File: src/rtl/key_command_sequencer.sv
`default_nettype none
// ============================================================================
//  Module      : key_command_sequencer
//  Description : Decodes PS/2 set-2 scan codes into glyph-select and
//                offset-step requests, holds them pending and issues them as
//                single-cycle strobes only at frame start so that glyph and
//                offset changes never tear mid-frame.
//  Revision    : 1.0 - initial release
// ============================================================================
module key_command_sequencer #(
    parameter int unsigned REPEAT_FRAMES = 4
) (
    input  logic       Pixelclock,
    input  logic       reset,
    input  logic       scan_valid,
    input  logic [7:0] scan_code,
    input  logic       vsync_start,
    output logic [7:0] character,
    output logic       char_check,
    output logic       move_check,
    output logic       key_held
);

    // ------------------------------------------------------------------
    // Scan-code constants
    // ------------------------------------------------------------------
    localparam logic [7:0] c_CODE_BREAK = 8'hF0;
    localparam logic [7:0] c_CODE_EXT   = 8'hE0;
    localparam logic [7:0] c_GLYPH_F    = 8'h2B;
    localparam logic [7:0] c_GLYPH_Q    = 8'h15;
    localparam logic [7:0] c_GLYPH_H    = 8'h33;
    localparam logic [7:0] c_GLYPH_X    = 8'h22;
    localparam logic [7:0] c_MOVE_I     = 8'h43;
    localparam logic [7:0] c_MOVE_K     = 8'h42;
    localparam logic [7:0] c_MOVE_J     = 8'h3B;
    localparam logic [7:0] c_MOVE_L     = 8'h4B;
    // Counter value loaded after a move fires; the next move is that many
    // frames later plus the firing frame itself.
    localparam logic [7:0] c_RELOAD     = 8'(REPEAT_FRAMES - 1);

    // Byte-sequence decoder states
    typedef enum logic [1:0] {
        ST_IDLE      = 2'd0,
        ST_BREAK     = 2'd1,
        ST_EXT       = 2'd2,
        ST_EXT_BREAK = 2'd3
    } state_t;

    // ------------------------------------------------------------------
    // Signals
    // ------------------------------------------------------------------
    logic [1:0] r_rst_sync;
    logic       w_rst_n;

    state_t     r_state;
    state_t     w_next_state;

    logic       w_is_glyph;
    logic       w_is_move;
    logic       w_glyph_hit;
    logic       w_move_press;
    logic       w_move_release;

    logic [7:0] r_pend_char;
    logic       r_char_pend;
    logic [7:0] r_held_move;
    logic       r_key_held;
    logic [7:0] r_rep_cnt;

    logic       w_issue_char;
    logic       w_fire;

    logic [7:0] r_character;
    logic       r_char_check;
    logic       r_move_check;
    logic       r_move_defer;
    logic [7:0] r_defer_code;

    // ------------------------------------------------------------------
    // Reset synchroniser: asserts immediately, releases on the clock
    // ------------------------------------------------------------------
    always_ff @(posedge Pixelclock or negedge reset) begin
        if (!reset) begin
            r_rst_sync <= 2'b00;
        end else begin
            r_rst_sync <= {r_rst_sync[0], 1'b1};
        end
    end

    assign w_rst_n = r_rst_sync[1];

    // ------------------------------------------------------------------
    // Code classification
    // ------------------------------------------------------------------
    assign w_is_glyph = (scan_code == c_GLYPH_F) || (scan_code == c_GLYPH_Q) ||
                        (scan_code == c_GLYPH_H) || (scan_code == c_GLYPH_X);
    assign w_is_move  = (scan_code == c_MOVE_I)  || (scan_code == c_MOVE_K)  ||
                        (scan_code == c_MOVE_J)  || (scan_code == c_MOVE_L);

    // Frame-start issue decisions, taken from pre-edge request state
    assign w_issue_char = vsync_start && r_char_pend;
    assign w_fire       = vsync_start && r_key_held && (r_rep_cnt == 8'd0);

    // Decoder state register
    always_ff @(posedge Pixelclock or negedge w_rst_n) begin
        if (!w_rst_n) begin
            r_state <= ST_IDLE;
        end else begin
            r_state <= w_next_state;
        end
    end

    // Decoder next-state and request decode
    always_comb begin
        w_next_state   = r_state;
        w_glyph_hit    = 1'b0;
        w_move_press   = 1'b0;
        w_move_release = 1'b0;
        if (scan_valid) begin
            case (r_state)
                ST_IDLE: begin
                    if (scan_code == c_CODE_BREAK) begin
                        w_next_state = ST_BREAK;
                    end else if (scan_code == c_CODE_EXT) begin
                        w_next_state = ST_EXT;
                    end else if (w_is_glyph) begin
                        w_glyph_hit = 1'b1;
                    end else if (w_is_move && (!r_key_held || (scan_code != r_held_move))) begin
                        // Typematic repeats of the held key are dropped here
                        w_move_press = 1'b1;
                    end
                end
                ST_BREAK: begin
                    w_next_state   = ST_IDLE;
                    w_move_release = r_key_held && (scan_code == r_held_move);
                end
                ST_EXT: begin
                    w_next_state = (scan_code == c_CODE_BREAK) ? ST_EXT_BREAK : ST_IDLE;
                end
                ST_EXT_BREAK: begin
                    w_next_state = ST_IDLE;
                end
                default: begin
                    w_next_state = ST_IDLE;
                end
            endcase
        end
    end

    // Pending glyph request; a new glyph wins over the clear of an issue
    always_ff @(posedge Pixelclock or negedge w_rst_n) begin
        if (!w_rst_n) begin
            r_pend_char <= 8'h00;
            r_char_pend <= 1'b0;
        end else if (w_glyph_hit) begin
            r_pend_char <= scan_code;
            r_char_pend <= 1'b1;
        end else if (w_issue_char) begin
            r_char_pend <= 1'b0;
        end
    end

    // Held movement key and frame repeat counter
    always_ff @(posedge Pixelclock or negedge w_rst_n) begin
        if (!w_rst_n) begin
            r_held_move <= 8'h00;
            r_key_held  <= 1'b0;
            r_rep_cnt   <= 8'd0;
        end else if (w_move_press) begin
            r_held_move <= scan_code;
            r_key_held  <= 1'b1;
            r_rep_cnt   <= 8'd0;
        end else if (w_move_release) begin
            r_key_held  <= 1'b0;
            r_rep_cnt   <= 8'd0;
        end else if (vsync_start && r_key_held) begin
            if (r_rep_cnt == 8'd0) begin
                r_rep_cnt <= c_RELOAD;
            end else begin
                r_rep_cnt <= r_rep_cnt - 8'd1;
            end
        end
    end

    // Strobe generation; a move colliding with a glyph slips one cycle
    always_ff @(posedge Pixelclock or negedge w_rst_n) begin
        if (!w_rst_n) begin
            r_character  <= 8'h00;
            r_char_check <= 1'b0;
            r_move_check <= 1'b0;
            r_move_defer <= 1'b0;
            r_defer_code <= 8'h00;
        end else begin
            r_char_check <= w_issue_char;
            r_move_check <= (w_fire && !w_issue_char) || r_move_defer;
            r_move_defer <= w_fire && w_issue_char;
            if (w_fire) begin
                r_defer_code <= r_held_move;
            end
            if (w_issue_char) begin
                r_character <= r_pend_char;
            end else if (w_fire) begin
                r_character <= r_held_move;
            end else if (r_move_defer) begin
                r_character <= r_defer_code;
            end
        end
    end

    assign character  = r_character;
    assign char_check = r_char_check;
    assign move_check = r_move_check;
    assign key_held   = r_key_held;

endmodule
`default_nettype wire

File: config.mk
export PLATFORM = sky130hd
export DESIGN_NAME = key_command_sequencer
export DESIGN_NICKNAME = d
export VERILOG_FILES = /design/src/rtl/key_command_sequencer.sv
export SDC_FILE = /design/constraint.sdc
export NUM_CORES = 1
export LEC_CHECK = 0
export CAP_MARGIN = 20
export CORE_MARGIN = 3
export CORE_UTILIZATION = 55
export DETAILED_ROUTE_END_ITERATION = 7
export PLACE_DENSITY = 0.8
export SLEW_MARGIN = 25
export SYNTH_ARGS = -nofsm -noshare
export SYNTH_HDL_FRONTEND = slang
export SYNTH_SLANG_ARGS = --single-unit
File: constraint.sdc
create_clock -name Pixelclock -period 4.3 [get_ports Pixelclock]
set_clock_uncertainty 0.05 [all_clocks]
set_input_delay 0.645 -clock Pixelclock [delete_from_list [all_inputs] [get_ports Pixelclock]]
set_output_delay 0.645 -clock Pixelclock [all_outputs]
set_load 0.01 [all_outputs]
==> results_dict.tcl, run 1 <==
set metrics [dict create \
    period_share_pct 64.09 \
    antenna_found_initial 0 \
    fin_tns_setup_ns 0 \
    synthMuxAreaShare_pct 14.64 \
    rows 23 \
    dpl.hpwl_mm 3.420 \
    gr-total-overflow 0 \
    die_w_um 72.67 \
    grt_max_degree 48 \
    post_synth.cell_area_avg_um2 11.32 \
    fin_util_pct 67.48 \
    synth_cells 216 \
    worst_slew_pin_slew_ns 0.9654 \
    syn2layout_area_growth_pct 14.38 \
    end_kind "flip-flop" \
    grt_usage_pct 20.51 \
    reg2reg_slack_ns 1.81 \
    clock_sinks 49 \
    wl_met3_um 149 \
    grt_pass1_vias 1648 \
    drive_gt1_share_pct 14.47 \
    hp-class "reg -> async" \
    synthAdderAreaFrac_pct 0.5118 \
    yosys-top-cells-area "dfrtp_1 50%, mux2_2 9.2%, mux2i_1 4.5%" \
    route.met2.wl_mm 2.274 \
    seq_area_frac_synth_pct 50.15 \
    synth_xor_area_share_pct 3.941 \
    power_density_nw_per_um2 480.9 \
    cts_buffers 5 \
    yosys.area_share.simple_pct 15.97 \
    io_pins 23 \
    post-route-min-period_ns 2.756 \
    vias_per_cell 5.923 \
    synth_compound_area_share_pct 11.46 \
    top_layer_used "met4" \
    die_area_um2 5281 \
    worstSkewPairLatency_ns 0.30 \
    ys_types 50 \
    postCtsSetupBuffers 0 \
    hold_buffers 0 \
    final_nets 247 \
    peakVddDrop_mv 0.2599 \
    cts_tree "done" \
    n_fill_cell 320 \
    drcViolationCount 0 \
    async_flop_share_pct 100.0 \
    h-tree-depth 2 \
    rsz0062_at_grt "no" \
    ys_seq_elements 49 \
    relSlewSlack_pct 35.45 \
    startpoint_type "input port" \
    cap_violations 0 \
    gp_congestion 0.8608 \
    synth_top_family_by_area "simple AND/OR/NAND/NOR gates" \
    slew_viol_final 0 \
    outcome "completed" \
    numPortBuffers 22 \
    netlist.area_leader.share_pct 50.15 \
    num_antenna_cells 0 \
    dr_total_vias 1688 \
    finalSetupViolCount 0 \
    worstSetupPathType "in -> reg" \
    clk_pin_slew_ns 0.09 \
    wl_met1_mm 2.214 \
    clockBufferDepth 2 \
    root_buffer "clkbuf_8" \
    first_iter_violations 104 \
    core_um2 4144 \
    crit_required_ns 4.44 \
    wl_per_cell_um 16.56 \
    ant_nets 0 \
    path_max_fanout 13 \
    grt_first_pass_wirelength_mm 8.224 \
    syn_area_um2 2445 \
    cts-resized-gates 0 \
    max_freq_ghz 0.3629 \
    synth_edf_count 0 \
    hold_violations 0 \
    yosysTopAreaCell "dfrtp_1" \
    start_util_pct 59.00 \
    dr.pass1.iters 4 \
    ys.flop_type "dfrtp_1" \
    cp.arrival_ns 2.89 \
    p_leak_nw 1.273 \
    synth_fp_nets 229 \
    ys_warn_count 0 \
    wirelength_mm 4.719 \
    die_h_um 72.67 \
]
==> cells by family (layout without fill, tap and decap cells) <==
kind of cell / Yosys count / in the layout
and+or+nand+nor: 67 / 67
DFF: 49 / 49
AOI/OAI and AO/OA: 37 / 37
muxes: 33 / 33
buffers and inverters: 17 / 36
xor gates and xnor gates: 11 / 11
adders and majority gates: 1 / 1
other: 1 / 1
==> area by class of cell <==
cell class | count | area, µm² | share of cell area [%]
clock buffer | 6 | 82.58 | 2.953
multi-input combinational | 150 | 1141 | 40.81
inverter | 6 | 22.52 | 0.8054
timing repair buffer | 22 | 220.2 | 7.875
tap | 50 | 62.56 | 2.237
clock inverter | 2 | 37.54 | 1.342
sequential | 49 | 1230 | 43.98
==> placed cells by master, fill, tap and decap left out, drive strengths merged, types with 6 or more instances in the layout <==
| cell type | count |
|---|---|
| clkbuf | 6 |
| clkdlybuf4s50 | 22 |
| dfrtp | 49 |
| inv | 6 |
| mux2 | 22 |
| mux2i | 11 |
| nand2 | 16 |
| nor2 | 9 |
| nor3 | 11 |
| nor4 | 6 |
| o211ai | 6 |
| o21ai | 11 |
| xor2 | 9 |
==> per-layer routing <==
metal | vias up | global-route usage, %
li1 | 815 | -
met1 | 841 | 28.24
met2 | 24 | 31.76
met3 | 8 | 5.647
met4 | 0 | 6.148
met5 | - | 0
==> path summary, 6_finish.rpt <==
check,from,to,cells after the start
min,r_rst_sync[1],move_check,0
max in group asynchronous,r_rst_sync[1],r_state[1],0
min in group Pixelclock,r_rst_sync[0],r_rst_sync[1],0
max,scan_code[7],r_held_move[3],5
max reg2reg,r_rep_cnt[7],character[5],4
min reg2reg,r_rst_sync[1],move_check,0
==> critical path: stages <==
cell and delay [ns]:
clkdlybuf4s50_1 0.51, nor4b_4 0.68, o2111ai_4 0.28, a31oi_4 0.41, mux2_1 0.37
==> sequential cells by signal (all words and copies together), names as in the netlist <==
name	flops
r_held_move	8
r_char_pend	1
r_state	2
key_held	1
r_rep_cnt	8
r_move_defer	1
character	8
r_pend_char	8
char_check	1
r_defer_code	8
r_rst_sync	2
move_check	1
==> power by group <==
part           switching, mW  internal, mW
clock                  0.155         0.189
combinational          0.158         0.190
sequential            0.0919         0.560
==> synth_stat cells (all sizes together), types with 2 or more instances <==
library cell  number
mux2i             11
or2                3
o21ai             11
a21boi             2
nor2b              5
nor4b              2
mux2              22
a22o               2
xnor2              2
nor2               9
o211ai             6
clkbuf             4
inv                6
nand3b             2
xor2               9
nor3              11
nor4               6
a21oi              5
dfrtp             49
buf                7
nand4b             2
nand2             16
a2bb2oi            3
==> stage by stage <==
step | instance area (µm²) | std cells | hold WS [ns] | total power [mW] | worst slack (ns)
2_1_floorplan | 2445 | 216 | 0.2812 | 0.8689 | 2.207
4_1_cts | 2794 | 285 | 0.3059 | 1.352 | 1.578
3_3_place_gp | 2674 | 277 | 0.2856 | 0.9922 | 1.350
6_report | 2796 | 285 | 0.2942 | 1.345 | 1.544
5_1_grt | 2796 | 285 | 0.3139 | 1.429 | 1.419
3_5_place_dp | 2674 | 277 | 0.2857 | 1.009 | 1.246
(Power assumes the default switching activity.)
==> run 2: changes to the inputs <==
==> constraint.sdc (replaced) <==
create_clock -name Pixelclock -period 2.75 [get_ports Pixelclock]
set_clock_uncertainty 0.05 [all_clocks]
set_input_delay 0.4125 -clock Pixelclock [delete_from_list [all_inputs] [get_ports Pixelclock]]
set_output_delay 0.4125 -clock Pixelclock [all_outputs]
set_load 0.01 [all_outputs]
==> results_dict.tcl, run 2 (synthesized netlist as in run 1, its figures left out) <==
set metrics [dict create \
    hp-class "in -> async" \
    antenna_found_initial 0 \
    end_kind "flip-flop" \
    fin_total_pwr_mw 1.961 \
    worst_slew_pin_slew_ns 0.5955 \
    vias_per_cell 5.913 \
    syn2layout_area_growth_pct 13.56 \
    finalSetupViolCount 0 \
    fin_tns_setup_ns 0 \
    place_area_um2 2696 \
    clock_sinks 49 \
    cap_violations 0 \
    dpl.hpwl_mm 3.461 \
    n_fill_cell 335 \
    clk_pin_slew_ns 0.08 \
    grt_first_pass_wirelength_mm 8.148 \
    clockBufferDepth 2 \
    slew_viol_final 0 \
    worstSetupPathType "in -> reg" \
    root_buffer "clkbuf_8" \
    seqCellArea_um2 1230 \
    cts_buffers 5 \
    crit_required_ns 2.87 \
    multi_input_area_um2 1141 \
    postCtsSetupBuffers 0 \
    final_cells 287 \
    wirelength_mm 4.655 \
    rsz0062_at_grt "no" \
    drive_gt1_share_pct 14.77 \
    path_max_fanout 11 \
    relSlewSlack_pct 60.30 \
    cp.arrival_ns 2.28 \
    die_h_um 72.67 \
    period_share_pct 78.52 \
    dr_total_vias 1697 \
    layout_commonest_cell "dfrtp_1" \
    startpoint_type "input port" \
    design_area_um2 2776 \
    h-tree-depth 2 \
    worstSkewPairLatency_ns 0.29 \
    start_util_pct 59.00 \
    grt_usage_pct 20.12 \
    core_um2 4144 \
    post-route-min-period_ns 2.159 \
    p_leak_nw 1.271 \
    max_freq_ghz 0.4631 \
    grt_max_degree 48 \
    placedCellCount 280 \
    ant_nets 0 \
    io_pins 23 \
    numPortBuffers 22 \
    die_w_um 72.67 \
    drcViolationCount 0 \
    dr.pass1.iters 4 \
    first_iter_violations 121 \
    rows 23 \
    gp_congestion 0.8291 \
    peakVddDrop_mv 0.5550 \
    wl_per_cell_um 16.22 \
    hold_buffers 0 \
    gr-total-overflow 0 \
    hold_violations 0 \
    cts_tree "done" \
    final_nets 250 \
    die_area_um2 5281 \
    cts-resized-gates 0 \
    final_cell_mix "48 x dfrtp_1, 22 x clkdlybuf4s50_1, 20 x mux2_2, 16 x nand2_1" \
    outcome "completed" \
    grt_pass1_vias 1735 \
    power_density_nw_per_um2 706.4 \
    num_antenna_cells 0 \
]
==> run 2: cell types whose count changed in the layout (fill, tap and decap cells not counted), sizes merged <==
cell,change
buf,+3
bufinv,-1
clkinvlp,-1
clkinv,+1
==> run 2: power breakdown <==
group / internal (mW) / switching [mW]
combinational: 0.300 / 0.253
clock: 0.173 / 0.220
sequential: 0.876 / 0.140
==> run 2: metal layers <==
layer / share of wire [%] / track usage, % / up-vias
met2: 50 / 33.87 / 36
met4: 1.1 / 4.918 / 0
li1: - / - / 821
met1: 45 / 26.59 / 835
met5: 0 / 0 / -
met3: 4.3 / 4.408 / 5
==> run 2: critical path: stages <==
cell and delay (ns):
clkdlybuf4s50_1 0.52, xor2_1 0.22, nor4_2 0.42, a31oi_4 0.15, buf_4 0.20, a2111oi_0 0.36
==> run 2: area by class of cell <==
cell class                 instances  area share [%]
sequential                        49           44.30
clock buffer                       6           2.614
tap                               50           2.253
multi-input combinational        150           41.10
timing repair buffer              25           8.743
inverter                           6          0.8112
clock inverter                     1          0.1803
==> run 2: through the flow <==
step	setup slack [ns]	hold WS, ns	util [%]
2_1_floorplan	0.8885	0.06691	-
3_3_place_gp	0.3649	0.2873	65.07
3_5_place_dp	0.2818	0.3199	65.07
4_1_cts	0.5907	0.2262	66.94
5_1_grt	0.4580	0.2261	67.00
6_report	0.5908	0.2268	67.00
==> run 2: path summary, 6_finish.rpt <==
check / from / cells past startpoint / end / slack, ns
min in group Pixelclock: r_rst_sync[0] / 0 / r_rst_sync[1] / 0.33
max in group asynchronous: r_rst_sync[1] / 0 / r_pend_char[3] / 1.96
setup reg to reg: r_held_move[7] / 5 / r_rep_cnt[0] / 0.85
hold reg to reg: r_rst_sync[1] / 0 / character[2] / 0.29
setup / recovery: scan_code[7] / 6 / r_rep_cnt[0] / 0.59
hold / removal: reset / 1 / r_rst_sync[1] / 0.23
